--- src/rtl/float_mul_core_pkg.sv ---
// Shared definitions for the float multiplier front stage.
// Holds the default widths, the exponent bias and the FSM encodings.
package float_mul_core_pkg;

    localparam int E_DEF = 8;
    localparam int M_DEF = 23;

    localparam logic [1:0] ST_IDLE = 2'd0;
    localparam logic [1:0] ST_BUSY = 2'd1;
    localparam logic [1:0] ST_DONE = 2'd2;

    function automatic int calc_bias(input int e);
        return (1 << (e - 1)) - 1;
    endfunction

endpackage

--- src/rtl/float_mul_core_seq_mant.sv ---
// Unsigned WxW radix-2 sequential shift-add multiplier, one step per clock.
// done is high during the final step; product then carries the result that acc takes on that edge.
module float_mul_seq_mant #(
    parameter int W = 24
) (
    input  logic           clk,
    input  logic           rst,
    input  logic           start,
    input  logic [W-1:0]   a,
    input  logic [W-1:0]   b,
    output logic           busy,
    output logic           done,
    output logic [2*W-1:0] product
);

    localparam int CW = (W > 1) ? $clog2(W) : 1;
    localparam logic [CW-1:0] LAST = CW'(W - 1);

    logic [2*W-1:0] mcand;
    logic [W-1:0]   mplier;
    logic [2*W-1:0] acc;
    logic [2*W-1:0] acc_next;
    logic [CW-1:0]  cnt;

    // Accumulator is full double width so no carry is ever dropped.
    assign acc_next = acc + (mplier[0] ? mcand : '0);
    assign done     = busy && (cnt == LAST);
    assign product  = acc_next;

    always_ff @(posedge clk) begin
        if (rst) begin
            mcand  <= '0;
            mplier <= '0;
            acc    <= '0;
            cnt    <= '0;
            busy   <= 1'b0;
        end else if (start && !busy) begin
            mcand  <= {{W{1'b0}}, a};
            mplier <= b;
            acc    <= '0;
            cnt    <= '0;
            busy   <= 1'b1;
        end else if (busy) begin
            acc    <= acc_next;
            mcand  <= mcand << 1;
            mplier <= mplier >> 1;
            cnt    <= cnt + 1'b1;
            if (done)
                busy <= 1'b0;
        end
    end

endmodule

--- src/rtl/float_mul_core.sv ---
// Float multiplier front stage: unpacks operands, forms sign and biased exponent sum,
// and produces the raw unnormalized mantissa product for the normalizer.
module float_mul_core
    import float_mul_core_pkg::*;
#(
    parameter int E = E_DEF,
    parameter int M = M_DEF
) (
    input  logic             clk,
    input  logic             rst,
    input  logic             in_valid,
    output logic             in_ready,
    input  logic [E+M:0]     in_a,
    input  logic [E+M:0]     in_b,
    output logic             out_valid,
    input  logic             out_ready,
    output logic             out_sign,
    output logic [E:0]       out_exp,
    output logic [2*M+1:0]   out_man
);

    localparam int BIAS = calc_bias(E);

    logic [1:0]     state;
    logic           sa, sb;
    logic [E-1:0]   ea, eb;
    logic [M-1:0]   ma, mb;
    logic [E:0]     exp_sum;
    logic           zero_op;
    logic           accept;
    logic           mul_start, mul_busy, mul_done;
    logic [2*M+1:0] mul_product;

    assign sa = in_a[E+M];
    assign sb = in_b[E+M];
    assign ea = in_a[E+M-1:M];
    assign eb = in_b[E+M-1:M];
    assign ma = in_a[M-1:0];
    assign mb = in_b[M-1:0];

    // Modulo-2^(E+1) arithmetic gives the same low bits as the E+2 bit sum, wrap included.
    assign exp_sum = {1'b0, ea} + {1'b0, eb} - (E+1)'(BIAS);
    assign zero_op = (ea == '0) || (eb == '0);

    assign in_ready  = (state == ST_IDLE);
    assign out_valid = (state == ST_DONE);
    assign accept    = in_ready && in_valid;
    assign mul_start = accept && !zero_op;

    float_mul_seq_mant #(.W(M + 1)) u_mant (
        .clk     (clk),
        .rst     (rst),
        .start   (mul_start),
        .a       ({1'b1, ma}),
        .b       ({1'b1, mb}),
        .busy    (mul_busy),
        .done    (mul_done),
        .product (mul_product)
    );

    always_ff @(posedge clk) begin
        if (rst) begin
            state    <= ST_IDLE;
            out_sign <= 1'b0;
            out_exp  <= '0;
            out_man  <= '0;
        end else begin
            case (state)
                ST_IDLE: begin
                    if (accept) begin
                        out_sign <= sa ^ sb;
                        if (zero_op) begin
                            // Denormal/zero operands are flushed and skip the multiplier.
                            out_exp <= '0;
                            out_man <= '0;
                            state   <= ST_DONE;
                        end else begin
                            out_exp <= exp_sum;
                            state   <= ST_BUSY;
                        end
                    end
                end
                ST_BUSY: begin
                    if (mul_busy && mul_done) begin
                        out_man <= mul_product;
                        state   <= ST_DONE;
                    end
                end
                ST_DONE: begin
                    if (out_ready)
                        state <= ST_IDLE;
                end
                default: state <= ST_IDLE;
            endcase
        end
    end

endmodule

--- config.mk ---
export PLATFORM = sky130hd
export DESIGN_NAME = float_mul_core
export DESIGN_NICKNAME = d
export VERILOG_FILES = /design/src/rtl/float_mul_core_pkg.sv /design/src/rtl/float_mul_core_seq_mant.sv /design/src/rtl/float_mul_core.sv
export SDC_FILE = /design/constraint.sdc
export NUM_CORES = 1
export LEC_CHECK = 0
export BUFFER_PORTS_ARGS = -buffer_cell sky130_fd_sc_hd__buf_2
export CORE_UTILIZATION = 54
export DETAILED_ROUTE_END_ITERATION = 7
export GPL_TIMING_DRIVEN = 0
export HOLD_SLACK_MARGIN = 0.1
export PLACE_DENSITY = 0.83
export RECOVER_POWER = 50
export SLEW_MARGIN = 20
export SYNTH_ARGS = -nofsm -noshare
export SYNTH_HDL_FRONTEND = slang
export SYNTH_HIERARCHICAL = 1
export SYNTH_SLANG_ARGS = --single-unit
--- constraint.sdc ---
create_clock -name clk -period 3.76 [get_ports clk]
set_clock_uncertainty 0.2 [all_clocks]
set_input_delay 0.752 -clock clk [delete_from_list [all_inputs] [get_ports clk]]
set_output_delay 0.752 -clock clk [all_outputs]
set_load 0.1 [all_outputs]
==> out/qor.csv, run 1 <==
stage,metric,value,unit
floorplanning,coreArea,19600,sq um
placed_design,io_buffers,127,
synth,synth_edf_count,0,
timing,max_freq,265,MHz
timing,hold_violations,0,
setup_path,crit_fanout,5,
placed_design,gp_congestion,0.942,
floorplanning,fp.dieW,144,microns
cells_and_area,antennaDiodeCount,0,
route,antenna_left,0,
global_routing,grt_antenna_before_repair,0,
setup_path,crit_arrival,3.93,ns
clock_tree,insertion_delay,0.44,ns
setup_path,path_class,flip-flop to flip-flop,
clock_tree,cts_tree,yes,
synth,synth.avg_cell_area,8.25,sq um
timing,finalCriticalPeriod,3.77,ns
cells_and_area,fin_nets,1609,
clock_tree,ctsHoldBuffers,0,
timing,maxSlewViolCount,0,
synth,synth_cell_types,66,
clock_tree,h-tree-depth,4,
clock_tree,root_buffer,clkbuf_16,
setup_path,cp_cell_sequence,"buf_8, buf_6, and2_4, ha_4, fa_2, a211oi_2, o21bai_1, a21oi_2, o41ai_4, a31oi_4, buf_4, o41ai_2, xor2_1, nand4b_1, a21oi_1",
setup_path,critPathMaxStageDelay,0.53,ns
cells_and_area,synthToLayoutAreaGrowth,17.3,%
synth,syn_area,10900,sq um
route,routed_wl,31500,microns
route,viasPerCell,6.00,
global_routing,grt.total_usage,29.8,%
timing,slew_headroom,17.1,%
floorplanning,dieArea,20700,sq um
setup_path,required,3.92,ns
floorplanning,core.rowCount,51,
power,p_per_area,350,nW/um^2
global_routing,overflow,0,
route,firstDrtPassIters,6,
route,drc,0,
route,post_drt_wl_per_cell,18.0,microns
synth,yosysSeqAreaShare,34.2,%
run,maxCapViolCount,0,
clock_tree,cts.sinks,186,
placed_design,dp_hpwl,22700,microns
synth,async_flop_share,0,%
clock_tree,cts.path.max_buffers,2,
status,violations,negative setup slack,
hold_path,hp-class,flip-flop to flip-flop,
cells_and_area,final_common_cell,nor2_1,
synth,syn_inst,1319,
power,leakage,5.34,nW
cells_and_area,most-common-layout-cells,"nor2_1, dfxtp_1, a21oi_1",
synth,synth_top_flop_cell,dfxtp_1,
floorplanning,start_util,55.6,%
route,vias,10500,
setup_path,end_kind,flip-flop,
setup_path,start_kind,flip-flop,
global_routing,grt_max_degree,17,
setup_path,cp_slowest_cell,o41ai_4,
floorplanning,ios,128,
power,ir_drop,0.341,mV
timing,worst_pin_slew,1.25,ns
timing,timing.hold.ws,0.260,ns
route,dr.first_iter.drc_count,919,
timing,finalSetupTns,-0.00890,ns
timing,fin_crit_sh,100,%
timing,setup_viol,1,
status,status,finished with violations,
timing,fin_ws,-0.00890,ns
cells_and_area,drive_above_1_share,11.7,%
synth,yosys_warnings,6,
global_routing,grt_pass1_vias,9698,
global_routing,grt_pass1_wl,48200,microns
clock_tree,cts.clk_slew.worst_paths,0.07,ns
synth,synth_seq_cells,186,
clock_tree,cts_inserted_buffers,17,
floorplanning,die_y,144,microns
==> what timing repair did <==
| item | 4_1_cts | 5_1_grt |
|---|---|---|
| gates resized for setup | 25 | 44 |
| gates cloned | 0 | 2 |
| endpoints found under the hold margin | 0 | 0 |
| buffers inserted | 9 | 9 |
| pin swaps | 13 | 21 |
| setup endpoints to repair | 54 | 35 |
==> state kept, by name, summed over array words and instances, names as in the netlist <==
signal	cells
u_mant/mcand	48
u_mant/mplier	24
state	2
u_mant/acc	48
out_exp	9
out_sign	1
u_mant/cnt	5
u_mant/busy	1
out_man	48
==> worst max-delay path, delay by kind of cell (launching register included) <==
family	cells	cell delay, ns
adder cells (fa/ha/maj)	2	0.36
AO/OA/AOI/OAI	7	1.70
XOR/XNOR	1	0.28
AND/OR/NAND/NOR	2	0.28
buffers and inverters	3	0.46
flip-flops	1	0.41
==> per-stage QoR <==
| step | power [mW] | setup WS, ns | cell area (sq um) | util [%] | std cells |
|---|---|---|---|---|---|
| floorplan | 2.55 | 0.115 | 10900 | - | 1320 |
| global placement | 2.71 | -0.820 | 11900 | 60.5 | 1712 |
| detailed placement | 2.72 | -0.935 | 11900 | 60.5 | 1712 |
| CTS | 4.47 | 0.000404 | 12600 | 64.4 | 1751 |
| global route | 4.61 | -0.147 | 12800 | 65.2 | 1753 |
| finish | 4.47 | -0.00890 | 12800 | 65.2 | 1753 |
==> final cells by class <==
cell class	instances	area (sq um)
flip-flops and latches	186	3730
multi-input cells	1014	6970
well taps	265	332
inverters	22	82.6
clock inverters	11	115
repair buffers	147	734
fillers	1711	6820
plain buffers	88	359
clock buffers	20	447
==> metal layers <==
| metal | global-route usage (%) | part of all wire (%) |
|---|---|---|
| met4 | 10.9 | 2.7 |
| met3 | 6.76 | 8.4 |
| met1 | 38.8 | 44 |
| met2 | 48.0 | 45 |
| met5 | 0 | 0 |
==> report_power, final <==
part / switching [mW] / leakage, nW / internal [mW]
combinational: 0.426 / 3.56 / 0.214
sequential: 0.0415 / 1.51 / 2.03
clock: 0.823 / 0.273 / 0.941
total: 1.29 / 5.34 / 3.18
==> cells by family after synthesis <==
group,after synthesis,share of synthesized area [%]
simple gates,488,22.8
compound gates,299,17.0
flops,186,34.2
buf+inv,120,4.20
mux,104,9.58
fa+ha+maj,65,7.61
xor+xnor,56,4.51
other cells,1,0.0345
==> cells in the mapped netlist (31+ instances only) <==
library cell | count | share of area (%)
nand2_1 | 47 | 1.6
nor2_1 | 203 | 7.0
nand4b_1 | 51 | 4.1
a21oi_1 | 159 | 7.3
nand3_1 | 60 | 2.8
xnor2_1 | 31 | 2.5
clkbuf_1 | 72 | 2.5
and2_1 | 52 | 3.0
dfxtp_1 | 186 | 34
ha_1 | 63 | 7.2
mux2i_1 | 103 | 9.5
==> path summary, 6_finish.rpt <==
check	startpoint	end	slack (ns)	depth (start not counted)
worst max register to register	u_mant/mplier[0]$_SDFFE_PP0P_	out_man[32]$_SDFFE_PP0P_	-0.009	15
worst min-delay path	out_man[34]$_SDFFE_PP0P_	out_man[34]$_SDFFE_PP0P_	0.26	2
worst min register to register	out_man[34]$_SDFFE_PP0P_	out_man[34]$_SDFFE_PP0P_	0.26	2
worst max-delay path	u_mant/mplier[0]$_SDFFE_PP0P_	out_man[32]$_SDFFE_PP0P_	-0.009	15
Note: power is estimated with default switching activity, not from simulation.
==> run 2: changes to the inputs <==
Settings changed: ABC_AREA from default to 1, PLACE_DENSITY 0.83 to 0.82.
==> run 2 against run 1 <==
The run now ends clean. First-iteration DRC count increased by 42%. Register-to-register slack improved by 0.21 ns. Worst setup slack improved by 0.21 ns. Utilization decreased by 2.5 points. Sequential share of layout area decreased by 2.4 points. Wire length increased by 23%. Clock-buffer cell count decreased by 3. Largest power group unchanged. Highest routed layer unchanged.
==> out/qor.csv, run 2 <==
stage,metric,value,unit,change
route,antenna_left,0,,unchanged
timing,hold_violations,0,,unchanged
floorplanning,ios,128,,unchanged
clock_tree,h-tree-depth,4,,unchanged
hold_path,hold_depth,2,,unchanged
synth,yosysTopAreaCellShare,30.1,%,-4.1 points
setup_path,end_kind,flip-flop,,
global_routing,overflow,0,,unchanged
timing,setup_viol,0,,-1
cells_and_area,reg_top3,"out_man: 48 flops, u_mant/acc: 48 flops, u_mant/mcand: 48 flops",,
synth,yosysMostFrequentCell,nand2_1,,
hold_path,hp-class,flip-flop to flip-flop,,
cells_and_area,synthToLayoutAreaGrowth,12.4,%,
clock_tree,cts.clk_slew.worst_paths,0.08,ns,about the same
placed_design,io_buffers,127,,unchanged
synth,synth_xor_area_share,1.98,%,-2.5 points
synth,syn_inst,2121,,+61%
timing,worst_pin_slew,1.25,ns,-0.00351 ns
global_routing,grt_antenna_before_repair,0,,unchanged
setup_path,crit_fanout,10,,+5
route,firstDrtPassIters,5,,-1
cells_and_area,drive_above_1_share,5.87,%,-5.8 points
setup_path,path_class,flip-flop to flip-flop,,
floorplanning,core.rowCount,54,,+5.9%
timing,slew_headroom,17.3,%,+0.23 points
cells_and_area,final_common_cell,nand2_1,,
route,drc,0,,unchanged
clock_tree,cts_tree,yes,,
status,status,completed,,
synth,yosys.area.top_type,dfxtp_1,,
cells_and_area,final_util,62.7,%,-2.5 points
cells_and_area,antennaDiodeCount,0,,unchanged
synth,yosys_warnings,6,,unchanged
setup_path,required,3.92,ns,about the same
global_routing,grt_max_degree,22,,+5
power,ir_drop,0.247,mV,-28%
floorplanning,fp.dieW,153,microns,+6.5%
global_routing,grt.total_usage,33.0,%,+3.2 points
clock_tree,cts_setup_buffers,0,,-9
floorplanning,die_y,153,microns,+6.5%
clock_tree,cts.path.max_buffers,2,,unchanged
synth,synth_compound_area_share,7.46,%,-9.6 points
synth,syn_area,12400,sq um,+14%
clock_tree,root_buffer,clkbuf_16,,
power,p_per_area,377,nW/um^2,+7.8%
route,vias,13200,,+25%
timing,finalSetupTns,0,ns,+0.00890 ns
synth,synth_seq_cells,186,,unchanged
setup_path,start_kind,flip-flop,,
route,post_drt_wl_per_cell,15.1,microns,-16%
synth,synthSimpleGateAreaFrac,38.8,%,+16 points
setup_path,r2r_cells,11,,-4
run,maxCapViolCount,0,,unchanged
cells_and_area,most-common-layout-cells,"nand2_1, inv_1, nor2_1",,
placed_design,gp_congestion,0.961,,+2.0%
clock_tree,cts.sinks,186,,unchanged
timing,rsz0062_at_grt,false,,
power,leakage,7.89,nW,+48%
timing,max_freq,281,MHz,+5.8%
synth,synthTopCellsByArea,"dfxtp_1, nand2_1, inv_1, ha_1, nand3_1",,
synth,synth_mux_area_share,0,%,-9.6 points
timing,maxSlewViolCount,0,,unchanged
synth,synth.avg_cell_area,5.83,sq um,-29%
global_routing,grt_pass1_wl,61000,microns,+27%
global_routing,grt_pass1_vias,11900,,+23%
route,dr.first_iter.drc_count,1308,,+42%
synth,synth_edf_count,0,,unchanged
setup_path,crit_arrival,3.73,ns,-0.20 ns
route,viasPerCell,5.15,,-14%
synth,synthAdderAreaFrac,6.70,%,-0.91 points
timing,fin_crit_sh,94.7,%,-5.5 points
synth,synth_cell_types,34,,-48%
floorplanning,start_util,55.8,%,+0.20 points
floorplanning,coreArea,22200,sq um,+13%
synth,yosysSeqAreaShare,30.1,%,-4.1 points
clock_tree,insertion_delay,0.44,ns,about the same
synth,synth.top_cells.by_count,"nand2_1, inv_1, nor2_1",,
synth,async_flop_share,0,%,unchanged
synth,synth_top_flop_cell,dfxtp_1,,
floorplanning,dieArea,23500,sq um,+13%
cells_and_area,fin_nets,2401,,+49%
clock_tree,cts_inserted_buffers,17,,unchanged
placed_design,dp_hpwl,30800,microns,+36%
timing,finalCriticalPeriod,3.56,ns,-0.207 ns
route,routed_wl,38600,microns,+23%
synth,synth_top_family_by_area,simple AND/OR/NAND/NOR gates,,
[run 2: path summary, 6_finish.rpt]
| path | to | startpoint | slack [ns] |
|---|---|---|---|
| worst min register to register | out_man[21]$_SDFFE_PP0P_ | out_man[21]$_SDFFE_PP0P_ | 0.26 |
| worst max register to register | out_man[37]$_SDFFE_PP0P_ | u_mant/busy$_SDFF_PP0_ | 0.20 |
| worst min-delay path | out_man[21]$_SDFFE_PP0P_ | out_man[21]$_SDFFE_PP0P_ | 0.26 |
| worst max-delay path | out_man[37]$_SDFFE_PP0P_ | u_mant/busy$_SDFF_PP0_ | 0.20 |
[run 2: logic make-up after synthesis]
kind of cell | count (synthesis)
simple gates | 1189
buf+inv | 481
flops | 186
compound gates | 171
fa+ha+maj | 65
xor+xnor | 28
other cells | 1
[run 2: routing by layer]
metal	vias up	share of wire, %	GRT usage, %
met2	532	44	53.3
met4	0	2.7	10.6
met5	-	0	0
li1	6700	-	-
met3	65	8.3	5.33
met1	5888	45	44.9
[run 2: layout make-up]
class                           count  area (sq um)
Fill cell                        2235          8280
Multi-Input combinational cell   1455          6790
Sequential cell                   186          3720
Inverter                          408          1530
Timing Repair Buffer              127           557
Clock buffer                       17           425
Tap cell                          280           350
Buffer                             73           308
Clock inverter                     15           199
[run 2: repair_timing]
| action | 4_1_cts | 5_1_grt |
|---|---|---|
| setup endpoints to repair | 0 | 18 |
| hold buffers | 0 | 0 |
| resized for setup | 0 | 6 |
[run 2: report_power, final]
group | switching (mW) | total [mW] | internal, mW
clock network | 0.975 | 1.89 | 0.916
logic | 0.874 | 1.19 | 0.315
registers | 0.0737 | 2.16 | 2.09
[run 2: stage by stage]
| stage | instance area [sq um] | power [mW] | instances | setup WS [ns] | hold slack, ns |
|---|---|---|---|---|---|
| after floorplan | 12400 | 3.05 | 2122 | 0.320 | 0.238 |
| final | 13900 | 5.24 | 2561 | 0.198 | 0.259 |
| after global placement | 13300 | 3.36 | 2529 | 0.157 | 0.244 |
| after global routing | 13900 | 5.46 | 2561 | 0.0211 | 0.276 |
| after CTS | 14000 | 5.25 | 2561 | 0.0758 | 0.262 |
| after detailed placement | 13300 | 3.38 | 2529 | 0.0986 | 0.251 |
[run 2: critical path, stage by stage (launching register included)]
cell	delay [ns]
dfxtp_1	0.33
buf_2	0.26
clkbuf_1	0.47
nand3_1	0.21
nor3_1	0.32
nand2_1	0.18
nand2_1	0.13
nand2_1	0.07
inv_1	0.26
clkbuf_1	0.54
nand3_1	0.30
a21oi_1	0.20
